### config.mk
export PLATFORM = sky130hd
export DESIGN_NAME = fifo_wr_ctrl
export DESIGN_NICKNAME = d
export VERILOG_FILES = /design/src/rtl/fifo_wr_ctrl.sv
export SDC_FILE = /design/constraint.sdc
export NUM_CORES = 1
export LEC_CHECK = 0
export CORE_AREA = 2 2 60 62
export DETAILED_ROUTE_END_ITERATION = 6
export DIE_AREA = 0 0 62 64
export GPL_TIMING_DRIVEN = 0
export SLEW_MARGIN = 20
export SYNTH_ARGS = -nofsm -noshare
export SYNTH_HDL_FRONTEND = slang
export SYNTH_SLANG_ARGS = --single-unit
### constraint.sdc
create_clock -name clk_0 -period 4.43 [get_ports clk_0]
set_input_delay 1.1075 -clock clk_0 [delete_from_list [all_inputs] [get_ports clk_0]]
set_output_delay 1.1075 -clock clk_0 [all_outputs]
set_load 0.01 [all_outputs]
### src/rtl/fifo_wr_ctrl.sv
// -----------------------------------------------------------------------------
// fifo_wr_ctrl
//
// Write-side control of the asynchronous FIFO. It sits directly in front of
// the dual-port RAM write port (port 0). It accepts write requests in the
// clk_0 domain and produces the RAM write address and write strobe. It brings
// the read side's Gray pointer into this domain through a 2-flop
// synchroniser, keeps the full flag and a conservative fill level, and
// exports its own registered Gray write pointer to the read side.
//
// Optional feature macro: FIFO_WR_ALMOST_FULL_EN
//   defined   : almost_full is registered, level >= ALMOST_FULL_THRESH
//   undefined : almost_full is tied low and no comparator exists
//
// Ports
//   clk_0            in   write-domain clock (same net as RAM clk_0)
//   rst_0            in   synchronous, active-high reset
//   wr_en            in   write request for this cycle
//   rptr_gray_async  in   read pointer, Gray coded, unsynchronised [AW:0]
//   waddr            out  RAM write address (addr_0) [AW-1:0]
//   ram_we           out  RAM write strobe (we_0 and oe_0)
//   wptr_gray        out  registered Gray write pointer [AW:0]
//   full             out  registered full flag
//   wr_level         out  registered, pessimistic fill count [AW:0]
//   wr_overflow      out  one-cycle pulse: write requested while full
//   almost_full      out  level >= ALMOST_FULL_THRESH (optional)
// -----------------------------------------------------------------------------
module fifo_wr_ctrl #(
   parameter int ADDR_WIDTH         = 4,
   parameter int DATA_DEPTH         = 1 << ADDR_WIDTH,
   parameter int ALMOST_FULL_THRESH = DATA_DEPTH - 2
) (
   input  logic                  clk_0,
   input  logic                  rst_0,
   input  logic                  wr_en,
   input  logic [ADDR_WIDTH:0]   rptr_gray_async,
   output logic [ADDR_WIDTH-1:0] waddr,
   output logic                  ram_we,
   output logic [ADDR_WIDTH:0]   wptr_gray,
   output logic                  full,
   output logic [ADDR_WIDTH:0]   wr_level,
   output logic                  wr_overflow,
   output logic                  almost_full
);

   // Pointer width: one extra bit distinguishes full from empty.
   localparam int PW = ADDR_WIDTH + 1;

   // Elaboration-time parameter sanity checks.
   if (ADDR_WIDTH < 2) begin : g_chk_aw
      $error("fifo_wr_ctrl: ADDR_WIDTH must be at least 2");
   end
   if (DATA_DEPTH != (1 << ADDR_WIDTH)) begin : g_chk_depth
      $error("fifo_wr_ctrl: DATA_DEPTH must equal 1 << ADDR_WIDTH");
   end

   // --------------------------------------------------------------------------
   // State
   // --------------------------------------------------------------------------
   logic [PW-1:0] r_wbin;        // binary write pointer
   logic [PW-1:0] r_wptr_gray;   // Gray copy of r_wbin, exported
   logic [PW-1:0] r_rq1;         // synchroniser stage 1 (may go metastable)
   logic [PW-1:0] r_rq2;         // synchroniser stage 2 (safe to use)
   logic          r_full;
   logic [PW-1:0] r_level;
   logic          r_overflow;

   // --------------------------------------------------------------------------
   // Next-state logic
   // --------------------------------------------------------------------------
   logic          w_accept;
   logic [PW-1:0] w_wbin_next;
   logic [PW-1:0] w_wgray_next;
   logic [PW-1:0] w_rbin_sync;
   logic [PW-1:0] w_full_match;
   logic          w_full_next;
   logic [PW-1:0] w_level_next;
   logic          w_overflow_next;

   // A write is taken only while not full; a request against a full FIFO is
   // dropped and reported through wr_overflow instead.
   assign w_accept     = wr_en & ~r_full;
   assign w_wbin_next  = r_wbin + PW'(w_accept);
   assign w_wgray_next = w_wbin_next ^ (w_wbin_next >> 1);

   // Gray-to-binary: each binary bit is the XOR of all Gray bits at or above it.
   always_comb begin
      w_rbin_sync = '0;
      for (int i = 0; i < PW; i++) begin
         w_rbin_sync[i] = ^(r_rq2 >> i);
      end
   end

   // Full when the write pointer is exactly one lap ahead of the read pointer.
   // In Gray code that is the read pointer with its top two bits inverted.
   assign w_full_match = {~r_rq2[PW-1:PW-2], r_rq2[PW-3:0]};
   assign w_full_next  = (w_wgray_next == w_full_match);

   // Level uses the synchronised (stale) read pointer, so it can only
   // over-report occupancy, never under-report it.
   assign w_level_next    = w_wbin_next - w_rbin_sync;
   assign w_overflow_next = wr_en & r_full;

   // --------------------------------------------------------------------------
   // Registers
   // --------------------------------------------------------------------------
   always_ff @(posedge clk_0) begin
      if (rst_0) begin
         r_wbin      <= '0;
         r_wptr_gray <= '0;
         r_rq1       <= '0;
         r_rq2       <= '0;
         r_full      <= 1'b0;
         r_level     <= '0;
         r_overflow  <= 1'b0;
      end else begin
         r_wbin      <= w_wbin_next;
         r_wptr_gray <= w_wgray_next;
         r_rq1       <= rptr_gray_async;
         r_rq2       <= r_rq1;
         r_full      <= w_full_next;
         r_level     <= w_level_next;
         r_overflow  <= w_overflow_next;
      end
   end

`ifdef FIFO_WR_ALMOST_FULL_EN
   // Threshold registered alongside full so both flags share the same latency.
   localparam logic [PW-1:0] AF_THRESH = PW'(ALMOST_FULL_THRESH);

   logic r_almost_full;

   always_ff @(posedge clk_0) begin
      if (rst_0) begin
         r_almost_full <= 1'b0;
      end else begin
         r_almost_full <= (w_level_next >= AF_THRESH);
      end
   end

   assign almost_full = r_almost_full;
`else
   assign almost_full = 1'b0;
`endif

   // --------------------------------------------------------------------------
   // Outputs
   // --------------------------------------------------------------------------
   assign ram_we      = w_accept;
   assign waddr       = r_wbin[PW-2:0];
   assign wptr_gray   = r_wptr_gray;
   assign full        = r_full;
   assign wr_level    = r_level;
   assign wr_overflow = r_overflow;

endmodule

-- Word-level counts from Yosys, hierarchy flattened
Index checks and enable logic that the tools add are counted.
- add/sub/neg operators: 2
- equal/unequal tests: 1
- bitwise logic cells: 5
- reduce and logical (&&, ||, !) cells: 5
- operators with widths (operator ; number):
    $reduce_xor A5 Y1 ; 5
    $add A5 B1 Y5 ; 1
    $eq A5 B5 Y1 ; 1
    $sub A5 B5 Y5 ; 1
    $xor A5 B4 Y5 ; 1
    $and A1 B1 Y1 ; 2
    $not A2 Y2 ; 1
    $not A1 Y1 ; 1
- flip-flop bits (word level): 27
- input bits: 8
- output and inout port bits: 18
- word-level logic and storage cells: 20

-- Longest topological paths before layout
Gate-level depths: netlist of run 1.
- word-level depth: 5
- depth in mapped cells: 11
- depth with buffers taken out: 11

-- Worst setup path before layout of run 1
Ideal clock, no wire load.
- path type: input to register
- from: input wr_en
- to: register r_level[4] (netlist: wr_level[4])
- library setup time: 63 ps
- data arrival time: 3142 ps
- path slack: 1225 ps
- stages on the path: 9
- path buffers: 0
- cells stage by stage: nor2b_1 -> ha_1 -> ha_1 -> xnor2_1 -> inv_1 -> ha_1 -> maj3_1 -> a2111oi_2 -> nand3b_1
- longest elaborated chain between the ends: 3
- RTL lines (what ; line ; source):
    start, declared ; 35 ; input logic wr_en,
    $and A1 B1 Y1 ; 82 ; assign w_accept = wr_en & ~r_full;
    $add A5 B1 Y5 ; 83 ; assign w_wbin_next = r_wbin + PW'(w_accept);
    net w_wbin_next[2] ; 72 ; logic [PW-1:0] w_wbin_next;
    $sub A5 B5 Y5 ; 101 ; assign w_level_next = w_wbin_next - w_rbin_sync;
    end signal, assigned ; 122 ; r_level <= w_level_next;
    end, declared ; 65 ; logic [PW-1:0] r_level;
The timed path passes the listed nets, and every way through them passes these cells.
A chain may end at the register's enable or synchronous reset.

-- Final worst setup path of run 1
- from: input wr_en
- to: register r_level[3] (netlist: wr_level[3])
Same word-level chain as after synthesis.

==> results of run 1 <==
## metal layers
metal,track usage [%],vias to the layer above
met5,0,-
li1,-,406
met4,4.79,0
met2,17.2,27
met1,15.1,341
met3,2.43,5
## final cells by class
| class | count | area share [%] |
|---|---|---|
| plain buffers | 3 | 1.06 |
| clock buffers | 3 | 1.58 |
| inverters | 6 | 1.58 |
| multi-input cells | 75 | 38.2 |
| flip-flops and latches | 26 | 36.6 |
| well taps | 46 | 4.05 |
| repair buffers | 24 | 16.9 |
## cells by family (layout without fill, tap and decap cells)
logic type	count (synthesis)	count (layout)	share of synthesized area (%)
flip-flops	26	26	47.3
adder cells (fa/ha/maj)	7	7	8.41
other	1	1	0.341
XOR/XNOR	18	18	15.7
AO/OA/AOI/OAI	6	6	4.43
multiplexers	1	1	0.909
buffers and inverters	9	36	3.41
AND/OR/NAND/NOR	42	42	19.5
## state kept, by name, summed over array words and instances, names as in the netlist
| name | count |
|---|---|
| wr_level | 5 |
| r_rq1 | 5 |
| full | 1 |
| r_wbin | 5 |
| wptr_gray | 4 |
| wr_overflow | 1 |
| r_rq2 | 5 |
## layout by cell type (no fill, tap or decap), types with 3 or more instances in the layout
cell type,count
xnor2_1,11
nand2_1,3
nor2b_1,11
dfxtp_1,26
nor2_1,15
clkdlybuf4s50_1,24
inv_1,6
ha_1,5
clkbuf_4,3
nand3_1,4
xor2_1,6
## path summary, 6_finish.rpt
path                                     startpoint  slack [ps]                endpoint
worst max-delay path                          wr_en         950  wr_level[3]$_SDFF_PP0_
worst min-delay path            r_rq1[1]$_SDFF_PP0_         450     r_rq2[1]$_SDFF_PP0_
worst max register to register      full$_SDFF_PP0_        1860  wr_level[3]$_SDFF_PP0_
worst min register to register  r_rq1[1]$_SDFF_PP0_         450     r_rq2[1]$_SDFF_PP0_
## synthesized netlist by cell type (all sizes together)
cell | n | area share, %
inv | 6 | 2.0
nand3 | 4 | 1.8
fa | 1 | 1.8
mux2i | 1 | 0.91
xnor2 | 11 | 8.7
xnor3 | 1 | 2.2
clkbuf | 2 | 0.68
nand3b | 1 | 0.68
nand4b | 1 | 0.80
o211ai | 2 | 1.4
conb | 1 | 0.34
a21oi | 2 | 0.91
xor2 | 6 | 4.8
a2111oi | 1 | 1.4
nor3 | 2 | 0.91
maj3 | 1 | 0.91
and2 | 1 | 0.68
nor2 | 15 | 5.1
nand2b | 1 | 0.57
ha | 5 | 5.7
nand4 | 1 | 0.57
and3 | 2 | 1.1
dfxtp | 26 | 47
o21ai | 1 | 0.80
nand2 | 3 | 1.0
nor2b | 11 | 6.3
buf | 1 | 0.68
## worst max-delay path: cells and delay by family
family	cells	cell delay, ps
adders and majority gates	3	810
buffers and inverters	2	560
and+or+nand+nor	3	340
AOI/OAI and AO/OA	2	370
xor gates and xnor gates	2	510
## report_power, final
part | internal (mW) | switching, mW
combinational | 0.0669 | 0.0565
sequential | 0.253 | 0.00615
clock | 0.0319 | 0.0657
==> flow_summary_export.csv, run 1 <==
group,metric,value,unit
cts,cts_tree,"built",
synth,synth_nets,124,
sta,setup_tns,0,ps
die,start_util,33.5,%
worst_setup_path,worstPathArrival,3700,ps
pwr,power_density,338,nW/um^2
cts,cts_made_buffers,3,
sta,drv_slew,0,
sta,finClkSkew,7.76,ps
finish,drive_gt1_share,5.84,%
die,fp.dieW,62,um
synth,mappedNetlistArea,1100,um^2
routing,vias_per_cell,4.26,
placed_design,io_buffers,24,
worst_setup_path,cp-start-kind,"input port",
worst_setup_path,ff2ff_path_depth,11,
grt,grt.total_usage,11.3,%
worst_setup_path,critPathMostFrequentCell,"ha_1",
pwr,irDropWorstVdd,0.000113,V
finish,multiInputGateArea,543,um^2
grt,grt_pass1_wl,3320,um
synth,ys_seq_area_share,47.3,%
worst_setup_path,crit_path_end_kind,"flop",
cts,cts_resized,0,
synth,syn_avg_cell_area,10.0,um^2
routing,drt_first_pass_iters,4,
cts,numClockSinks,26,
sta,whs,448,ps
routing,postRouteAntennaNets,0,
cts,clk_transition_reported_paths,130,ps
routing,totalWireLength,1920,um
finish,nets,153,
worst_setup_path,crit_slowest_cell,"clkdlybuf4s50_1",
finish,fin_area,1420,um^2
die,die_area,3970,um^2
cts,clockBufferDepth,2,
placed_design,dp.cells,180,
grt,grt_pass1_vias,754,
finish,fin_util,43.3,%
routing,vias,779,
routing,drc,0,
sta,hold_viol,0,
worst_hold_path,whs_path_depth,1,
sta,finalSetupViolations,0,
finish,seqCellArea,520,um^2
grt,grt_max_degree,14,
routing,wl_met2,847,um
finish,antenna-diode-count,0,
grt,overflow,0,
cts,hold_buffers,0,
synth,yosysWarnings,0,
sta,rsz0062_at_grt,"false",
finish,fill_cells,331,
pwr,leakagePower,0.571,nW
die,rows,21,
synth,synthCells,110,
synth,ys_types,27,
routing,topRoutingLayerUsed,"met4",
placed_design,dp_slack,605,ps
cts,cts_max_level,1,
worst_hold_path,hp-class,"reg -> reg",
sta,min_period,3480,ps
routing,wl_per_cell,10.5,um
worst_setup_path,cp_max_fo,5,
worst_setup_path,crit_chain,"clkdlybuf4s50_1 -> nor2b_1 -> ha_1 -> ha_1 -> xnor2_1 -> inv_1 -> ha_1 -> a21oi_1 -> nand4b_1 -> o211ai_1 -> xnor2_1 -> nor2_1",
grt,antenna_found_initial,0,
sta,setup_slack,946,ps
routing,wl_met1,940,um
placed_design,dpl.hpwl,1490,um
routing,initialDrtViolationCount,32,
worst_setup_path,cp_slowest_stage_delay,410,ps
sta,max_slew_margin,55.0,%
worst_setup_path,cp.required,4640,ps
synth,ys_ff_latch,26,
cts,clk_latency,320,ps
die,io-pin-count,26,
placed_design,place_area,1400,um^2
sta,fin_crit_sh,78.7,%
cts,cts_setup_buffers,0,
flow_run,maxCapViolCount,0,
worst_setup_path,worstSetupPathType,"in -> reg",
finish,area_growth,29.1,%
die,die_h,64,um
placed_design,gp_congestion,0.849,
pwr,power,480,uW
outcome,run_status,"completed",
die,core-area,3280,um^2
routing,route.met3.wl,93,um
sta,tightestPinTransition,673,ps
sta,fmax,287,MHz
finish,finalNonFillerCells,183,
cts,cts_root_buf,"clkbuf_4",
Power figures use the tool's default switching activity.
==> inputs of run 2 (changes only) <==
- clock period: 4.43 -> 3.4 ns (I/O delays scaled with it)
==> run 2 against run 1 <==
Net effect:
- sequential cell count stayed put
- critical endpoint unchanged
- non-clock buffer count stayed put
- final cell count unchanged
- sequential power grew 30%
- die area unchanged
- largest power group unchanged
- clock-buffer cell count did not move
- worst setup slack got worse by 720 ps
- highest routed layer unchanged
- first-iteration DRC count shrank 9.4%
- critical path type unchanged
- sequential share of layout area down 0.19 points
==> flow_summary_export.csv, run 2 (synthesis gave the netlist of run 1 again) <==
group,metric,value,unit
outcome,run_status,"completed",
cts,cts_resized,0,
die,rows,21,
routing,totalWireLength,1950,um
worst_hold_path,whs_path_depth,1,
pwr,p_sw,168,uW
sta,hold_viol,0,
cts,clk_latency,320,ps
cts,cts_max_level,1,
grt,grt_pass1_vias,754,
cts,clk_transition_reported_paths,130,ps
routing,drc,0,
die,io-pin-count,26,
pwr,power,626,uW
routing,vias,785,
finish,drive_gt1_share,6.57,%
placed_design,place_area,1400,um^2
sta,fmax,316,MHz
sta,min_period,3170,ps
die,core-area,3280,um^2
worst_setup_path,crit_path_end_kind,"flop",
finish,area_growth,29.8,%
cts,clockBufferDepth,2,
worst_setup_path,worstSetupPathType,"in -> reg",
cts,hold_buffers,0,
pwr,p_int,458,uW
sta,setup_slack,230,ps
worst_setup_path,cp_max_fo,5,
cts,numClockSinks,26,
sta,fin_crit_sh,93.2,%
cts,cts_root_buf,"clkbuf_4",
die,start_util,33.5,%
finish,final_common_cell,"dfxtp_1",
pwr,irDropWorstVdd,0.000148,V
pwr,combPwrFrac,25.8,%
finish,nets,153,
worst_hold_path,hp-class,"reg -> reg",
sta,setup_tns,0,ps
routing,drt_first_pass_iters,4,
sta,tightestPinTransition,677,ps
placed_design,dp.cells,180,
grt,use_met2,17.2,%
routing,wl_per_cell,10.6,um
grt,antenna_found_initial,0,
die,die_h,64,um
finish,fill_cells,330,
sta,rsz0062_at_grt,"false",
placed_design,dpl.hpwl,1490,um
pwr,leakagePower,0.571,nW
finish,final_cell_mix,"26 x dfxtp_1, 24 x clkdlybuf4s50_1, 15 x nor2_1",
die,die_area,3970,um^2
worst_setup_path,startpoint,"wr_en",
pwr,power_density,438,nW/um^2
finish,fin_util,43.5,%
worst_setup_path,worstPathArrival,3380,ps
finish,antenna-diode-count,0,
grt,met1_usage,15.1,%
placed_design,gp_congestion,0.849,
grt,busiest_layer,"met2",
cts,cts_tree,"built",
sta,whs,449,ps
pwr,p_clk_share,20.4,%
pwr,swShare,26.8,%
worst_setup_path,cp.required,3610,ps
worst_setup_path,r2r_start,"full$_SDFF_PP0_",
grt,overflow,0,
sta,drv_slew,0,
placed_design,dp_slack,-168,ps
routing,initialDrtViolationCount,29,
worst_hold_path,worstHoldStart,"r_rq1[1]$_SDFF_PP0_",
grt,use_met3,2.43,%
worst_setup_path,cp-start-kind,"input port",
sta,finClkSkew,7.37,ps
placed_design,io_buffers,24,
routing,postRouteAntennaNets,0,
grt,grt_max_degree,14,
grt,grt_pass1_wl,3320,um
routing,vias_per_cell,4.29,
finish,fin_area,1430,um^2
finish,finalNonFillerCells,183,
die,fp.dieW,62,um
sta,finalSetupViolations,0,
grt,grt.total_usage,11.3,%
worst_setup_path,ff2ff_path_depth,11,
sta,max_slew_margin,54.7,%
pwr,power_frac_seq,53.9,%
cts,cts_setup_buffers,0,
cts,cts_made_buffers,3,
flow_run,maxCapViolCount,0,
[run 2: cell count changes in the layout (fill, tap and decap cells not counted)]
cell,before,now
xnor2_1,11,10
xnor2_2,0,1
[run 2: final timing paths]
| kind | to | slack [ps] |
|---|---|---|
| max | wr_level[3]$_SDFF_PP0_ | 230 |
| min | r_rq2[1]$_SDFF_PP0_ | 450 |
| max reg2reg | wr_level[3]$_SDFF_PP0_ | 910 |
| min reg2reg | r_rq2[1]$_SDFF_PP0_ | 450 |
[run 2: metal layers]
| layer | part of all wire [%] | vias to the layer above |
|---|---|---|
| met5 | 0 | - |
| met4 | 2.1 | 0 |
| met3 | 4.8 | 5 |
| met2 | 45 | 27 |
| met1 | 48 | 347 |
| li1 | - | 406 |
[run 2: critical path: stages]
cell,delay (ps)
clkdlybuf4s50_1,460
nor2b_1,220
ha_1,210
ha_1,260
xnor2_2,190
inv_1,130
ha_1,360
a21oi_1,250
nand4b_1,130
o211ai_1,120
xnor2_1,140
nor2_1,50
[run 2: final cells by class]
cell class                      instances  area, um^2  share of cell area [%]
Timing Repair Buffer                   24         240                    16.8
Buffer                                  3        15.0                    1.05
Sequential cell                        26         520                    36.4
Tap cell                               46        57.6                    4.03
Clock buffer                            3        22.5                    1.58
Inverter                                6        22.5                    1.58
Multi-Input combinational cell         75         551                    38.5
[run 2: power groups by stage]
stage          registers (mW)  logic [mW]  clock network, mW
3_5_place_dp            0.345       0.162                  0
2_1_floorplan           0.355      0.0875                  0
3_3_place_gp            0.344       0.160                  0
5_1_grt                 0.341       0.179              0.148
6_report                0.337       0.161              0.128
4_1_cts                 0.338       0.163              0.135
